<file path="config.mk">
export PLATFORM = sky130hd
export DESIGN_NAME = event_packetizer_flat
export DESIGN_NICKNAME = d
export VERILOG_FILES = /design/src/rtl/event_packetizer_pkg.sv /design/src/rtl/event_packetizer_if.sv /design/src/rtl/event_packetizer_crc8.sv /design/src/rtl/event_packetizer.sv /design/src/flat_wrapper.sv
export SDC_FILE = /design/constraint.sdc
export NUM_CORES = 1
export LEC_CHECK = 0
export CAP_MARGIN = 30
export CORE_UTILIZATION = 42
export CTS_CLUSTER_DIAMETER = 80
export DETAILED_ROUTE_END_ITERATION = 16
export HOLD_SLACK_MARGIN = 0.03
export PLACE_DENSITY_LB_ADDON = 0.2
export SLEW_MARGIN = 15
export SYNTH_ARGS = -nofsm -noshare
export SYNTH_HDL_FRONTEND = slang
export SYNTH_SLANG_ARGS = --single-unit
</file>
<file path="constraint.sdc">
create_clock -name clk -period 3.1 [get_ports clk]
set_input_delay 0.62 -clock clk [delete_from_list [all_inputs] [get_ports clk]]
set_output_delay 0.62 -clock clk [all_outputs]
set_load 0.1 [all_outputs]
</file>
<file path="src/rtl/event_packetizer_pkg.sv">
// Shared constants and state type for the TDC event packetizer: message marker,
// part IDs, sequence field width and the FSM encoding.
package EventPacketTypes;

  localparam logic [7:0] MARKER    = 8'hA5;
  localparam logic [3:0] PART_ID_0 = 4'h0;
  localparam logic [3:0] PART_ID_1 = 4'h1;
  localparam int         SEQ_WIDTH = 4;

  // Bits of the event carried by the second message; the rest go in the first.
  localparam int LOW_PART_WIDTH = 32;

  typedef enum logic [2:0] {
    IDLE  = 3'd0,
    POP   = 3'd1,
    LATCH = 3'd2,
    SEND0 = 3'd3,
    SEND1 = 3'd4
  } state_t;

endpackage

</file>
<file path="src/rtl/event_packetizer_if.sv">
// FIFO-read and USART-transmit signal bundle between the packetizer (master)
// and its FIFO/USART neighbours (slave).
interface event_packetizer_if #(
  parameter int FIFO_DATA_LENGTH = 68,
  parameter int MSG_LENGTH       = 48
);

  logic                        fifo_empty;
  logic                        fifo_read;
  logic [FIFO_DATA_LENGTH-1:0] fifo_data;
  logic                        tx_valid;
  logic                        tx_ready;
  logic [MSG_LENGTH-1:0]       tx_data;

  modport master (
    input  fifo_empty, fifo_data, tx_ready,
    output fifo_read, tx_valid, tx_data
  );

  modport slave (
    output fifo_empty, fifo_data, tx_ready,
    input  fifo_read, tx_valid, tx_data
  );

endinterface

</file>
<file path="src/rtl/event_packetizer_crc8.sv">
// Combinational CRC-8 (poly 0x07, init 0x00, MSB first) over one event word.
// Only instantiated when EVENT_PACKETIZER_CRC_EN is defined.
module event_crc8 #(
  parameter int DATA_WIDTH = 68
) (
  input  logic [DATA_WIDTH-1:0] data,
  output logic [7:0]            crc
);

  localparam logic [7:0] POLY = 8'h07;

  logic [7:0] crc_acc;
  logic       feedback;

  always_comb begin
    crc_acc  = 8'h00;
    feedback = 1'b0;
    for (int i = DATA_WIDTH - 1; i >= 0; i--) begin
      feedback = crc_acc[7] ^ data[i];
      crc_acc  = {crc_acc[6:0], 1'b0} ^ (feedback ? POLY : 8'h00);
    end
  end

  assign crc = crc_acc;

endmodule

</file>
<file path="src/rtl/event_packetizer.sv">
// Pops one TDC event from the FIFO and sends it as two USART messages.
// Define EVENT_PACKETIZER_CRC_EN to put a CRC-8 of the event in the second message.
module event_packetizer
  import EventPacketTypes::*;
#(
  parameter int FIFO_DATA_LENGTH = 68,
  parameter int MSG_LENGTH       = 48,
  parameter int COUNT_LENGTH     = 16
) (
  input  logic                    clk,
  input  logic                    reset,
  input  logic                    enable,
  output logic                    busy,
  output logic [COUNT_LENGTH-1:0] events_sent,
  event_packetizer_if.master      bus
);

  state_t                      state_reg;
  state_t                      state_next;
  logic [FIFO_DATA_LENGTH-1:0] event_reg;
  logic [SEQ_WIDTH-1:0]        seq_reg;
  logic [COUNT_LENGTH-1:0]     events_sent_reg;
  logic [7:0]                  marker1;

  logic                        fifo_read_next;
  logic                        tx_valid_next;
  logic [MSG_LENGTH-1:0]       tx_data_next;
  logic [MSG_LENGTH-1:0]       msg0;
  logic [MSG_LENGTH-1:0]       msg1;
  logic                        tx_done;

`ifdef EVENT_PACKETIZER_CRC_EN
  logic [7:0] crc_value;
  logic [7:0] crc_reg;

  // CRC is taken from the FIFO word directly so it is ready in the same LATCH cycle.
  event_crc8 #(
    .DATA_WIDTH(FIFO_DATA_LENGTH)
  ) u_crc (
    .data(bus.fifo_data),
    .crc (crc_value)
  );

  always_ff @(posedge clk) begin
    if (reset) begin
      crc_reg <= 8'h00;
    end else if (state_reg == LATCH) begin
      crc_reg <= crc_value;
    end
  end

  assign marker1 = crc_reg;
`else
  assign marker1 = MARKER;
`endif

  assign msg0 = {MARKER, PART_ID_0, event_reg[FIFO_DATA_LENGTH-1:LOW_PART_WIDTH]};
  assign msg1 = {marker1, PART_ID_1, seq_reg, event_reg[LOW_PART_WIDTH-1:0]};

  assign tx_done = bus.tx_ready;

  always_ff @(posedge clk) begin
    if (reset) begin
      state_reg       <= IDLE;
      event_reg       <= '0;
      seq_reg         <= '0;
      events_sent_reg <= '0;
    end else begin
      state_reg <= state_next;
      if (state_reg == LATCH) begin
        event_reg <= bus.fifo_data;
      end
      // An event only counts once its second half has been accepted.
      if (state_reg == SEND1 && tx_done) begin
        seq_reg         <= seq_reg + 1'b1;
        events_sent_reg <= events_sent_reg + 1'b1;
      end
    end
  end

  always_comb begin
    state_next     = state_reg;
    fifo_read_next = 1'b0;
    tx_valid_next  = 1'b0;
    tx_data_next   = '0;
    case (state_reg)
      IDLE: begin
        if (enable && !bus.fifo_empty) begin
          state_next = POP;
        end
      end
      POP: begin
        fifo_read_next = 1'b1;
        state_next     = LATCH;
      end
      LATCH: begin
        state_next = SEND0;
      end
      SEND0: begin
        tx_valid_next = 1'b1;
        tx_data_next  = msg0;
        if (tx_done) begin
          state_next = SEND1;
        end
      end
      SEND1: begin
        tx_valid_next = 1'b1;
        tx_data_next  = msg1;
        if (tx_done) begin
          state_next = IDLE;
        end
      end
      default: begin
        state_next = IDLE;
      end
    endcase
  end

  assign bus.fifo_read = fifo_read_next;
  assign bus.tx_valid  = tx_valid_next;
  assign bus.tx_data   = tx_data_next;
  assign busy          = (state_reg != IDLE);
  assign events_sent   = events_sent_reg;

endmodule

</file>
<file path="src/flat_wrapper.sv">
// flat-port wrapper written by rule: the top's interface ports become plain ports
module event_packetizer_flat import EventPacketTypes::*;
#(
  parameter int FIFO_DATA_LENGTH = 68,
  parameter int MSG_LENGTH       = 48,
  parameter int COUNT_LENGTH     = 16
)
  (clk, reset, enable, busy, events_sent, bus_fifo_empty, bus_fifo_data, bus_tx_ready, bus_fifo_read, bus_tx_valid, bus_tx_data);
  event_packetizer_if #(.FIFO_DATA_LENGTH(FIFO_DATA_LENGTH), .MSG_LENGTH(MSG_LENGTH)) bus_i ();
  input  logic clk;
  input  logic reset;
  input  logic enable;
  output logic busy;
  output logic [COUNT_LENGTH-1:0] events_sent;
  input wire logic [$bits(bus_i.fifo_empty)-1:0] bus_fifo_empty;
  input wire logic [$bits(bus_i.fifo_data)-1:0] bus_fifo_data;
  input wire logic [$bits(bus_i.tx_ready)-1:0] bus_tx_ready;
  output wire logic [$bits(bus_i.fifo_read)-1:0] bus_fifo_read;
  output wire logic [$bits(bus_i.tx_valid)-1:0] bus_tx_valid;
  output wire logic [$bits(bus_i.tx_data)-1:0] bus_tx_data;
  assign bus_i.fifo_empty = bus_fifo_empty;
  assign bus_i.fifo_data = bus_fifo_data;
  assign bus_i.tx_ready = bus_tx_ready;
  assign bus_fifo_read = bus_i.fifo_read;
  assign bus_tx_valid = bus_i.tx_valid;
  assign bus_tx_data = bus_i.tx_data;
  event_packetizer #(.FIFO_DATA_LENGTH(FIFO_DATA_LENGTH), .MSG_LENGTH(MSG_LENGTH), .COUNT_LENGTH(COUNT_LENGTH)) u_core (.clk(clk), .reset(reset), .enable(enable), .busy(busy), .events_sent(events_sent), .bus(bus_i));
endmodule
</file>
==> results of run 1 <==
## layout make-up
type                       instances  share of cell area, %
clock buffer                      11                   2.51
clock inverter                     5                   1.11
inverter                           4                  0.266
multi-input combinational        342                   31.5
sequential                        91                   32.3
tap                              108                   2.40
timing repair buffer             138                   29.9
## metal layers
layer | track usage (%) | up-vias
li1 | - | 1807
met5 | 0 | -
met1 | 25.0 | 1638
met3 | 4.60 | 16
met2 | 34.8 | 116
met4 | 8.37 | 0
## where the power goes
part	internal, W	switching, W	total [W]
Sequential	0.00122	0.0000332	0.00126
Clock	0.000398	0.000411	0.000809
Combinational	0.000155	0.000245	0.000399
## kinds of logic after synthesis
kind of cell    Yosys count
compound gates          120
simple gates            200
fa+ha+maj                 2
flops                    91
buf+inv                  51
other cells               1
xor+xnor                 13
## cells in the final DEF (no fill, tap or decap), drive strengths merged, types with 3 or more instances in the layout
master	instances
inv	4
xnor2	7
or3	8
dfxtp	91
buf	67
xor2	6
a21oi	76
conb	7
nand3	6
clkbuf	11
nor4	3
o21ai	6
a22o	36
nor2	17
nand2	147
clkdlybuf4s50	71
nand4	5
and3	3
## stage by stage
| step | hold WS [ns] | cell area, um2 | utilization (%) | cells | total power, W |
|---|---|---|---|---|---|
| floorplan | 0.436 | 3850 | - | 484 | 0.00154 |
| global placement | 0.441 | 5420 | 61.8 | 682 | 0.00167 |
| detailed placement | 0.448 | 5440 | 62.1 | 683 | 0.00169 |
| CTS | 0.460 | 5640 | 64.4 | 699 | 0.00249 |
| global route | 0.475 | 5640 | 64.4 | 699 | 0.00258 |
| finish | 0.458 | 5640 | 64.4 | 699 | 0.00247 |
## worst paths after layout
path | endpoint | cells past startpoint
worst max-delay path | bus_tx_data[33] | 5
worst max register to register | u_core.event_reg[61] | 5
worst min-delay path | u_core.event_reg[14] | 2
worst min register to register | u_core.event_reg[14] | 2
## critical path: stages, from the launching register on
cell and delay, ns:
dfxtp_1 0.50, nand2b_1 0.21, nor2_4 0.41, buf_12 0.23, a22o_1 0.24, buf_12 0.20
==> impl_metrics.ini, run 1 <==
[clock_tree]
clkSlewWorstSetupHoldPaths_ns = 0.10
cts_tree = yes
insertion_delay_ns = 0.35
cts_hold_buf = 0
cts_setup_buffers = 0
clock_path_buffers = 2
clock-sinks = 91
cts_buffers = 9
cts_resized = 0
h-tree-depth = 3
cts-root-buf = clkbuf_8

[layout]
drive_gt1_share_pct = 15.4
synthToLayoutAreaGrowth_pct = 47.9
largest_reg_flops = 68
seqCellArea_mm2 = 0.00182
nets = 661
nFillCells = 749
multiInputGateArea_mm2 = 0.00178
antenna_cells = 0

[synthesis]
yosys.area_share.simple_pct = 22.5
synth_ff_type = dfxtp_1
ys_ff_latch = 91
netlist.area_leader.share_pct = 47.8
synthTopCellsByCount = nand2_1 (147), dfxtp_1 (91), a21oi_1 (76), a22o_1 (36), clkbuf_1 (25)
yosys.cell_count.top_type = nand2_1
synth.avg_cell_area_um2 = 7.98
ys_types = 33
ys_seq_area_share_pct = 47.8
synth_compound_area_share_pct = 19.4
synth_edf_count = 0
ys_warn_count = 0
ys_top_cells_by_area = dfxtp_1 (48%), nand2_1 (14%), a21oi_1 (10%)
synthXorXnorAreaFrac_pct = 2.98
syn_inst = 478
synth_top_family_by_area = simple AND/OR/NAND/NOR gates
synth_area_leader_cell = dfxtp_1
async_flop_share_pct = 0
synthMuxAreaShare_pct = 0
synth_fa_ha_area_share_pct = 0.656
syn_area_mm2 = 0.00381

[worst_setup_path]
rr_startpoint = u_core.state_reg[1]
reg2reg_slack_ns = 1.17
worst_ep_required_time_ns = 2.48
critPathKind = reg -> out
cp_max_fo = 21
crit_path_end_kind = output port
arrival_ns = 2.14
crit_start = u_core.state_reg[0]
startpoint_type = flop

[detailed_routing]
drtPass1Iterations = 4
wl_met3_um = 531
wl_um = 9840
drc_errors = 0
drtIter0Drc = 131
topRoutingLayerUsed = met4
viasPerCell = 5.12
vias = 3577
met1_length_um = 4260
routed-wl-met2_um = 4820
ant_nets = 0
avgRoutedWirePerCell_um = 14.1

[sta]
slew_headroom_pct = 52.6
slew_viol_final = 0
min_period_ns = 2.76
rsz0062_at_grt = no
fin_tns_setup_ns = 0
max_freq_ghz = 0.363
finalWorstSetupSlack_ns = 0.344
fin_worst_skew_ns = 0.0131
setup_viol = 0
fin_crit_sh_pct = 88.9
timing_hold_violations_final = 0
worst_pin_slew_ns = 0.710

[floorplanning]
num_rows = 34
dieArea_mm2 = 0.00947
die_y_um = 97.3
io_pins = 140
die_w_um = 97.3
core_mm2 = 0.00876
initial_core_util_pct = 43.5

[grt]
grt_pass1_vias = 3334
gr-total-overflow = 0
grt_pass1_wl_um = 15800
grt_usage_pct = 20.5
antenna_found_initial = 0
grt_max_degree = 42

[power]
ir_drop_uv = 201
leakage_nw = 2.07
power_density_mw_per_mm2 = 437

[place]
place.gp.congestion = 0.831
port_buffers = 132
place_ws_ns = 0.652
dpl.hpwl_um = 6730

[run]
cap_violations = 0

[min_path]
min_from = u_core.event_reg[14]
hp-class = reg -> reg

[status]
status = completed
Power figures use the tool's default switching activity.
==> run 2, diff against run 1 <==
Settings changed: REMOVE_ABC_BUFFERS from default to 1, SLEW_MARGIN 15 to 20.
==> impl_metrics.ini, run 2 (synthesized netlist as in run 1, its figures left out) <==
[status]
status = completed

[place]
dpl.hpwl_um = 6270
port_buffers = 132
place.gp.congestion = 0.747

[power]
ir_drop_uv = 275
power_density_mw_per_mm2 = 460
leakage_nw = 2.08
pwr-share-clk_pct = 36.5
power_w = 0.00260
p_switching_w = 0.000670
swShare_pct = 25.8
power_frac_comb_pct = 15.1
seqPwrFrac_pct = 48.3
p_int_w = 0.00193

[detailed_routing]
wl_um = 9610
drtIter0Drc = 101
avgRoutedWirePerCell_um = 13.8
ant_nets = 0
viasPerCell = 5.09
drc_errors = 0
drtPass1Iterations = 4
vias = 3546

[worst_setup_path]
worst-r2r-cell-count = 5
reg2reg_slack_ns = 1.26
crit_path_cell_trace = nor2_1 > nand2_1 > inv_2 > a22o_1 > buf_12
critPathKind = reg -> out
crit_start = u_core.state_reg[0]
arrival_ns = 2.09
rr_startpoint = u_core.events_sent[0]
regToRegEndpoint = u_core.events_sent[14]
slowest_delay_ns = 0.57
worst_ep_required_time_ns = 2.48
crit_slowest_cell = inv_2
cp_max_fo = 37
startpoint_type = flop
crit_path_end_kind = output port

[clock_tree]
cts_setup_buffers = 0
clock-sinks = 91
cts_resized = 0
clock_path_buffers = 2
clkSlewWorstSetupHoldPaths_ns = 0.08
h-tree-depth = 3
cts_hold_buf = 0
cts_buffers = 9
cts-root-buf = clkbuf_8
insertion_delay_ns = 0.35
cts_tree = yes

[grt]
met3_usage_pct = 4.10
grt-busiest-layer = met2
antenna_found_initial = 0
grt_usage_pct = 20.5
grt_pass1_vias = 3405
gr-total-overflow = 0
met2_usage_pct = 34.7
grt_max_degree = 69
grtUsageMet1_pct = 26.8
grt_pass1_wl_um = 16100

[layout]
drive_gt1_share_pct = 14.9
nFillCells = 759
largest_reg_flops = 68
final_cell_mix = nand2_1 (147), dfxtp_1 (91), a21oi_1 (76)
synthToLayoutAreaGrowth_pct = 47.9
nets = 660
antenna_cells = 0
final_common_cell = nand2_1

[floorplanning]
dieArea_mm2 = 0.00947
die_y_um = 97.3
initial_core_util_pct = 43.5
num_rows = 34
io_pins = 140
die_w_um = 97.3
core_mm2 = 0.00876

[min_path]
hp-class = reg -> reg
hold_depth = 2
min_from = u_core.event_reg[3]
hold_end = u_core.event_reg[3]

[sta]
timing_hold_violations_final = 0
fin_worst_skew_ns = 0.00837
setup_viol = 0
slew_viol_final = 0
worst_pin_slew_ns = 0.746
fin_crit_sh_pct = 87.6
max_freq_ghz = 0.368
rsz0062_at_grt = no
min_period_ns = 2.71
fin_tns_setup_ns = 0
slew_headroom_pct = 50.2

[run]
cap_violations = 0
## run 2: area by class of cell
class	instances	area, um2	share of cell area [%]
inverter	4	15.0	0.266
clock inverter	4	98.8	1.75
clock buffer	11	141	2.51
sequential	91	1820	32.3
tap	108	135	2.40
multi-input combinational	342	1770	31.5
timing repair buffer	137	1650	29.3
## run 2: routing by layer
| layer | wire, um | vias up |
|---|---|---|
| met5 | 0 | - |
| met2 | 4540 | 94 |
| met1 | 4470 | 1637 |
| met3 | 509 | 11 |
| li1 | - | 1804 |
| met4 | 98 | 0 |
## run 2: worst max path at each step
stage | to | slack [ns] | cells after the start
final | bus_tx_data[13] | 0.39 | 5
after global routing | bus_tx_data[13] | 0.20 | 5
after global placement | u_core.events_sent[14] | 0.70 | 5
after detailed placement | u_core.events_sent[14] | 0.66 | 5
after CTS | bus_tx_data[13] | 0.36 | 5
after floorplan | bus_tx_data[40] | -8.33 | 2
## run 2: critical path, delay by kind of cell, from the launching register on
kind,cells,cell delay (ns)
buf+inv,2,0.76
flops,1,0.40
compound gates,1,0.29
simple gates,2,0.28
## run 2: power groups by stage
stage	combinational, W	clock (W)	sequential, W
2_1_floorplan	0.000228	0	0.00128
3_3_place_gp	0.000389	0	0.00128
3_5_place_dp	0.000394	0	0.00128
4_1_cts	0.000395	0.000969	0.00126
5_1_grt	0.000425	0.00101	0.00126
6_report	0.000393	0.000949	0.00126
## run 2: metrics by stage
stage               util, %  cell area, um2  std cells  setup slack [ns]  hold WS (ns)
floorplan                 -            3600        437             -8.33         0.430
finish                 64.4            5640        697             0.386         0.456
global placement       61.6            5400        682             0.697         0.441
global route           64.4            5640        697             0.204         0.470
CTS                    64.4            5640        697             0.362         0.458
detailed placement     61.6            5400        682             0.664         0.446
